**config.mk**
```make
export PLATFORM = sky130hd
export DESIGN_NAME = mem_access_unit_flat
export DESIGN_NICKNAME = d
export VERILOG_FILES = /design/src/rtl/mem_access_unit_if.sv /design/src/rtl/mem_access_unit.sv /design/src/flat_wrapper.sv
export SDC_FILE = /design/constraint.sdc
export NUM_CORES = 1
export LEC_CHECK = 0
export ABC_AREA = 0
export CAP_MARGIN = 20
export CELL_PAD_IN_SITES_DETAIL_PLACEMENT = 0
export CELL_PAD_IN_SITES_GLOBAL_PLACEMENT = 1
export CORE_MARGIN = 5
export CORE_UTILIZATION = 35
export DETAILED_ROUTE_END_ITERATION = 8
export GPL_TIMING_DRIVEN = 0
export PLACE_DENSITY = 0.76
export SLEW_MARGIN = 5
export SYNTH_ARGS = -nofsm -noshare
export SYNTH_HDL_FRONTEND = slang
export SYNTH_SLANG_ARGS = --single-unit
```
**constraint.sdc**
```tcl
create_clock -name clk -period 2.95 [get_ports clk]
set_clock_uncertainty 0.05 [all_clocks]
set_input_delay 0.59 -clock clk [delete_from_list [all_inputs] [get_ports clk]]
set_output_delay 0.59 -clock clk [all_outputs]
set_load 0.02 [all_outputs]
```
**src/rtl/mem_access_unit_if.sv**
```systemverilog
// Handshake and memory-side bundle for mem_access_unit.
// The master side is the requester plus the memory; the slave side is the unit itself.
interface mem_access_unit_if #(
  parameter int ADDR_WIDTH = 16,
  parameter int DATA_WIDTH = 16
);
  logic                  req;
  logic                  we;
  logic [ADDR_WIDTH-1:0] addr_in;
  logic [2:0]            len;
  logic [DATA_WIDTH-1:0] wdata;
  logic                  busy;
  logic [DATA_WIDTH-1:0] rdata;
  logic                  rvalid;
  logic                  done;
  logic                  err;
  logic [ADDR_WIDTH-1:0] mem_addr;
  logic [DATA_WIDTH-1:0] mem_wdata;
  logic                  mem_write;
  logic [DATA_WIDTH-1:0] mem_rdata;

  modport master (
    output req, we, addr_in, len, wdata, mem_rdata,
    input  busy, rdata, rvalid, done, err, mem_addr, mem_wdata, mem_write
  );

  modport slave (
    input  req, we, addr_in, len, wdata, mem_rdata,
    output busy, rdata, rvalid, done, err, mem_addr, mem_wdata, mem_write
  );
endinterface

```
**src/rtl/mem_access_unit.sv**
```systemverilog
// Sequences single-word writes and 1..4 word burst reads onto a simple memory port
// (SETUP / ACCESS / HOLD per beat) with a range check at acceptance. All outputs registered.
module mem_access_unit #(
  parameter int ADDR_WIDTH  = 16,
  parameter int DATA_WIDTH  = 16,
  parameter int MEM_SIZE    = 1024,
  parameter int WAIT_CYCLES = 1
) (
  input logic               clk,
  input logic               rst_n,
  mem_access_unit_if.slave  bus
);

  typedef enum logic [2:0] {
    S_IDLE, S_SETUP, S_ACCESS, S_HOLD, S_FINISH, S_ERROR
  } state_t;

  localparam logic [3:0]          WAIT_LOAD = 4'(WAIT_CYCLES - 1);
  localparam logic [ADDR_WIDTH:0] MEM_LIMIT = (ADDR_WIDTH+1)'(MEM_SIZE);

  state_t state_q, state_d;
  logic   we_q, we_d;
  logic [2:0] beats_q, beats_d;
  logic [3:0] wait_q, wait_d;

  logic [2:0]            len_eff;
  logic [ADDR_WIDTH:0]   last_addr;
  logic                  range_err;

  logic                  busy_q, busy_d;
  logic                  done_q, done_d;
  logic                  err_q, err_d;
  logic                  rvalid_q, rvalid_d;
  logic                  mem_write_q, mem_write_d;
  logic [DATA_WIDTH-1:0] rdata_q, rdata_d;
  logic [ADDR_WIDTH-1:0] mem_addr_q, mem_addr_d;
  logic [DATA_WIDTH-1:0] mem_wdata_q, mem_wdata_d;

  // Last word touched, one bit wider than the address so a wrap cannot hide an overrun.
  always_comb begin
    len_eff   = (bus.we || bus.len == 3'd0) ? 3'd1 : bus.len;
    last_addr = {1'b0, bus.addr_in} + (ADDR_WIDTH+1)'(len_eff) - (ADDR_WIDTH+1)'(1);
    range_err = last_addr >= MEM_LIMIT;
  end

  // NOTE: sequential state uses non-blocking assignments so every register
  // samples the pre-edge values, independent of block ordering.
  always_ff @(posedge clk or negedge rst_n) begin
    if (!rst_n) begin
      state_q     <= S_IDLE;
      we_q        <= 1'b0;
      beats_q     <= '0;
      wait_q      <= '0;
      busy_q      <= 1'b0;
      done_q      <= 1'b0;
      err_q       <= 1'b0;
      rvalid_q    <= 1'b0;
      mem_write_q <= 1'b0;
      rdata_q     <= '0;
      mem_addr_q  <= '0;
      mem_wdata_q <= '0;
    end else begin
      state_q     <= state_d;
      we_q        <= we_d;
      beats_q     <= beats_d;
      wait_q      <= wait_d;
      busy_q      <= busy_d;
      done_q      <= done_d;
      err_q       <= err_d;
      rvalid_q    <= rvalid_d;
      mem_write_q <= mem_write_d;
      rdata_q     <= rdata_d;
      mem_addr_q  <= mem_addr_d;
      mem_wdata_q <= mem_wdata_d;
    end
  end

  // NOTE: every signal gets a default first so no path through the case
  // leaves it unassigned, which would infer a latch.
  always_comb begin
    state_d = state_q;
    we_d    = we_q;
    beats_d = beats_q;
    wait_d  = wait_q;
    unique case (state_q)
      S_IDLE: begin
        if (bus.req) begin
          we_d    = bus.we;
          beats_d = len_eff;
          state_d = range_err ? S_ERROR : S_SETUP;
        end
      end
      S_SETUP: begin
        wait_d  = WAIT_LOAD;
        state_d = S_ACCESS;
      end
      S_ACCESS: begin
        if (wait_q == 4'd0) state_d = S_HOLD;
        else                wait_d  = wait_q - 4'd1;
      end
      S_HOLD: begin
        if (beats_q > 3'd1) begin
          beats_d = beats_q - 3'd1;
          state_d = S_SETUP;
        end else begin
          state_d = S_FINISH;
        end
      end
      S_FINISH, S_ERROR: state_d = S_IDLE;
      default:           state_d = S_IDLE;
    endcase
  end

  // Outputs are the registered image of the state being entered.
  always_comb begin
    busy_d      = state_d != S_IDLE;
    done_d      = state_d == S_FINISH || state_d == S_ERROR;
    err_d       = state_d == S_ERROR;
    mem_write_d = state_d == S_ACCESS && we_d;
    rvalid_d    = state_q == S_ACCESS && state_d == S_HOLD && !we_d;
    rdata_d     = rvalid_d ? bus.mem_rdata : rdata_q;
    mem_addr_d  = mem_addr_q;
    mem_wdata_d = mem_wdata_q;
    if (state_q == S_IDLE && bus.req) begin
      mem_addr_d  = bus.addr_in;
      mem_wdata_d = bus.wdata;
    end else if (state_q == S_HOLD && state_d == S_SETUP) begin
      // Address steps only on HOLD->SETUP, where mem_write is already low.
      mem_addr_d = mem_addr_q + 1'b1;
    end
  end

  assign bus.busy      = busy_q;
  assign bus.done      = done_q;
  assign bus.err       = err_q;
  assign bus.rvalid    = rvalid_q;
  assign bus.rdata     = rdata_q;
  assign bus.mem_write = mem_write_q;
  assign bus.mem_addr  = mem_addr_q;
  assign bus.mem_wdata = mem_wdata_q;

endmodule

```
**src/flat_wrapper.sv**
```systemverilog
// flat-port wrapper written by rule: the top's interface ports become plain ports
module mem_access_unit_flat 
#(
  parameter int ADDR_WIDTH  = 16,
  parameter int DATA_WIDTH  = 16,
  parameter int MEM_SIZE    = 1024,
  parameter int WAIT_CYCLES = 1
)
  (clk, rst_n, bus_req, bus_we, bus_addr_in, bus_len, bus_wdata, bus_mem_rdata, bus_busy, bus_rdata, bus_rvalid, bus_done, bus_err, bus_mem_addr, bus_mem_wdata, bus_mem_write);
  mem_access_unit_if #(.ADDR_WIDTH(ADDR_WIDTH), .DATA_WIDTH(DATA_WIDTH)) bus_i ();
  input logic clk;
  input logic rst_n;
  input wire logic [$bits(bus_i.req)-1:0] bus_req;
  input wire logic [$bits(bus_i.we)-1:0] bus_we;
  input wire logic [$bits(bus_i.addr_in)-1:0] bus_addr_in;
  input wire logic [$bits(bus_i.len)-1:0] bus_len;
  input wire logic [$bits(bus_i.wdata)-1:0] bus_wdata;
  input wire logic [$bits(bus_i.mem_rdata)-1:0] bus_mem_rdata;
  output wire logic [$bits(bus_i.busy)-1:0] bus_busy;
  output wire logic [$bits(bus_i.rdata)-1:0] bus_rdata;
  output wire logic [$bits(bus_i.rvalid)-1:0] bus_rvalid;
  output wire logic [$bits(bus_i.done)-1:0] bus_done;
  output wire logic [$bits(bus_i.err)-1:0] bus_err;
  output wire logic [$bits(bus_i.mem_addr)-1:0] bus_mem_addr;
  output wire logic [$bits(bus_i.mem_wdata)-1:0] bus_mem_wdata;
  output wire logic [$bits(bus_i.mem_write)-1:0] bus_mem_write;
  assign bus_i.req = bus_req;
  assign bus_i.we = bus_we;
  assign bus_i.addr_in = bus_addr_in;
  assign bus_i.len = bus_len;
  assign bus_i.wdata = bus_wdata;
  assign bus_i.mem_rdata = bus_mem_rdata;
  assign bus_busy = bus_i.busy;
  assign bus_rdata = bus_i.rdata;
  assign bus_rvalid = bus_i.rvalid;
  assign bus_done = bus_i.done;
  assign bus_err = bus_i.err;
  assign bus_mem_addr = bus_i.mem_addr;
  assign bus_mem_wdata = bus_i.mem_wdata;
  assign bus_mem_write = bus_i.mem_write;
  mem_access_unit #(.ADDR_WIDTH(ADDR_WIDTH), .DATA_WIDTH(DATA_WIDTH), .MEM_SIZE(MEM_SIZE), .WAIT_CYCLES(WAIT_CYCLES)) u_core (.clk(clk), .rst_n(rst_n), .bus(bus_i));
endmodule
```
==> reports/results.txt <==
core box area -> 10,200 um^2
clk sinks -> 64
first-pass GRT wire length -> 15,000 um
most frequent cell after synthesis -> nand2_1
worst-skew pair later-pin latency -> 350 ps
Critical Path AT -> 2990 ps
top_reg_cell synth -> dfrtp_1
P_leak -> 2.41 nW
Total GRT Usage -> 14.8%
Synth top cells by count -> nand2_1, dfrtp_1, inv_1
GRT overflow -> 0
count of cell types in the netlist -> 48
leading area contributor after synthesis -> dfrtp_1
drt drc -> 0
outcome -> finished clean
Synth Instances -> 386
Worst-path clk slew -> 80 ps
Fin. Hold Viols -> 0
non-filler instance count after layout -> 656
sequential fraction of the synthesis area -> 44.2%
H-Tree Level Count -> 3
RSZ-0062 raised after global routing -> false
utilization after layout -> 51.6%
nature of the critical path endpoint -> flop
Post-DP HPWL -> 7070 um
I/O Pins -> 108
Ys Warns -> 0
Slew HR -> 43.6%
Min-Delay Path Class -> in -> async
placed cells -> 629
crit start category -> primary input
max-cap violations -> 0
Synth Register Bits -> 64
drt pass-1 iters -> 4
Synth area leaders -> dfrtp_1, nand2_1, ha_1
port buffer count -> 107
Post-synth EDFFs -> 0
fillers -> 935
Setup-failing EPs final -> 0
f_max -> 353 MHz
PD cells -> 902 nW/um^2
post-route clock period utilization -> 96.0%
R2R Setup Slk -> 600 ps
Vias -> 3,174
wire per inst -> 14.4 um
crit path from -> bus_we
CP Data Required Time -> 3110 ps
CTS buffer count -> 9
antenna cells -> 0
die extent in y -> 112 um
Mapped Nets -> 464
Design Area, Final -> 5280 um^2
RR Startpoint -> u_core.state_q[0]
crit path max fanout -> 4
vias per cell -> 4.84
share of cells above drive strength 1 -> 15.6%
Routed Antenna Nets -> 0
gpl congestion -> 0.895
Initial Utilization -> 35.4%
nets -> 593
number of global-route vias before repair -> 3,077
Synth-to-Final Area Change -> 45.8%
clock period minus final worst setup slack -> 2830 ps
CTS tree -> built
Die Area -> 12,500 um^2
synthesized area -> 3620 um^2
syn avg cell area -> 9.38 um^2
Synth top area share -> 44.2%
largest net degree at the start of global routing -> 65
Root Driver -> clkbuf_8
R2R depth -> 6
Slew Limit Fails -> 0
DP Area -> 4890 um^2
Max Root-Sink Buffers -> 2
ys async rst share -> 100%
die width -> 112 um
total wire length -> 9420 um
VDD IR max -> 0.336 mV
Std-Cell Rows -> 37
Hold Worst Slack -> 288 ps
Slew @ Worst Pin -> 844 ps
initial DRC count -> 119
Setup CP Type -> in -> reg
initial antenna violation count -> 0
## cell usage in the layout (no fill, tap or decap), drive strengths merged, types with 2 or more instances in the layout
| cell | instances |
|---|---|
| a211oi | 2 |
| a21o | 2 |
| a21oi | 13 |
| a221oi | 2 |
| a31oi | 2 |
| and2 | 5 |
| and3 | 7 |
| buf | 17 |
| bufinv | 2 |
| clkbuf | 19 |
| clkdlybuf4s15 | 2 |
| clkdlybuf4s50 | 94 |
| clkinv | 5 |
| dfrtp | 64 |
| dlymetal6s2s | 5 |
| ha | 22 |
| inv | 33 |
| mux2 | 16 |
| mux2i | 2 |
| nand2 | 78 |
| nand2b | 4 |
| nand3 | 9 |
| nand4 | 4 |
| nor2 | 22 |
| nor2b | 2 |
| nor3 | 10 |
| o211ai | 6 |
| o21ai | 29 |
| o311a | 2 |
| or2 | 2 |
| or4 | 2 |
| xnor2 | 9 |
| xor2 | 12 |
## where the power goes
| group | switching (mW) | leakage [nW] | internal (mW) |
|---|---|---|---|
| combinational | 1.23 | 1.51 | 1.16 |
| sequential | 0.268 | 0.792 | 1.27 |
| clock | 0.361 | 0.113 | 0.477 |
## layer usage
layer | vias to the layer above | wire length [um] | part of all wire (%) | GRT usage (%)
met5 | - | 0 | 0 | 0
li1 | 1576 | - | - | -
met1 | 1512 | 4360 | 46 | 18.9
met3 | 14 | 356 | 3.8 | 2.72
met4 | 0 | 164 | 1.7 | 5.43
met2 | 72 | 4540 | 48 | 24.9
## cell families after synthesis
family          synth area share [%]
fa+ha+maj                       8.15
buf+inv                         5.01
xor+xnor                        5.08
compound gates                  11.3
flops                           44.2
mux                             6.80
simple gates                    19.4
## area by class of cell
| class | count | area (um^2) | area share (%) |
|---|---|---|---|
| plain buffers | 11 | 57.6 | 1.09 |
| clock buffers | 9 | 124 | 2.35 |
| clock inverters | 7 | 96.3 | 1.82 |
| inverters | 33 | 124 | 2.35 |
| multi-input cells | 278 | 1960 | 37.1 |
| flip-flops and latches | 64 | 1600 | 30.3 |
| well taps | 136 | 170 | 3.22 |
| repair buffers | 118 | 1150 | 21.7 |
## critical path: stages
cell and delay, ps:
buf_6 110, nand2b_4 150, ha_4 280, inv_2 40, ha_4 200, a211oi_2 220
o211ai_1 180, a311oi_2 370, nand2b_1 110, xor2_1 160, o41ai_2 330, buf_4 170
o211ai_1 90
## flip-flops by register name, indices dropped and copies added (netlist names), 3 cells and up
name                  count
u_core.state_q            3
u_core.bus.mem_wdata     16
u_core.wait_q             4
u_core.bus.mem_addr      16
u_core.beats_q            3
u_core.bus.rdata         16
## path summary, 6_finish.rpt
path	end
worst max-delay path	u_core.state_q[2]
worst min-delay path	u_core.wait_q[2]
worst max register to register	u_core.state_q[2]
worst min register to register	u_core.bus.mem_wdata[0]
max in group asynchronous	u_core.bus.mem_wdata[5]
min in group clk	u_core.bus.mem_wdata[0]
## stage by stage
| stage | setup WS, ps | power [mW] | TNS (ps) |
|---|---|---|---|
| final | 119 | 4.76 | 0 |
| after floorplan | 30.1 | 2.86 | 0 |
| after global routing | 0.700 | 5.07 | 0 |
| after global placement | -952 | 3.89 | -63300 |
| after CTS | 11.3 | 4.81 | 0 |
| after detailed placement | -942 | 3.93 | -2750 |
## what timing repair did
item | 4_1_cts | 5_1_grt
hold buffers | 0 | 0
hold endpoints to repair | 0 | 0
buffers inserted | 7 | 4
gates cloned | 0 | 0
pin swaps | 13 | 15
gates resized for setup | 24 | 26
setup endpoints to repair | 3 | 3
Power figures use the tool's default switching activity.
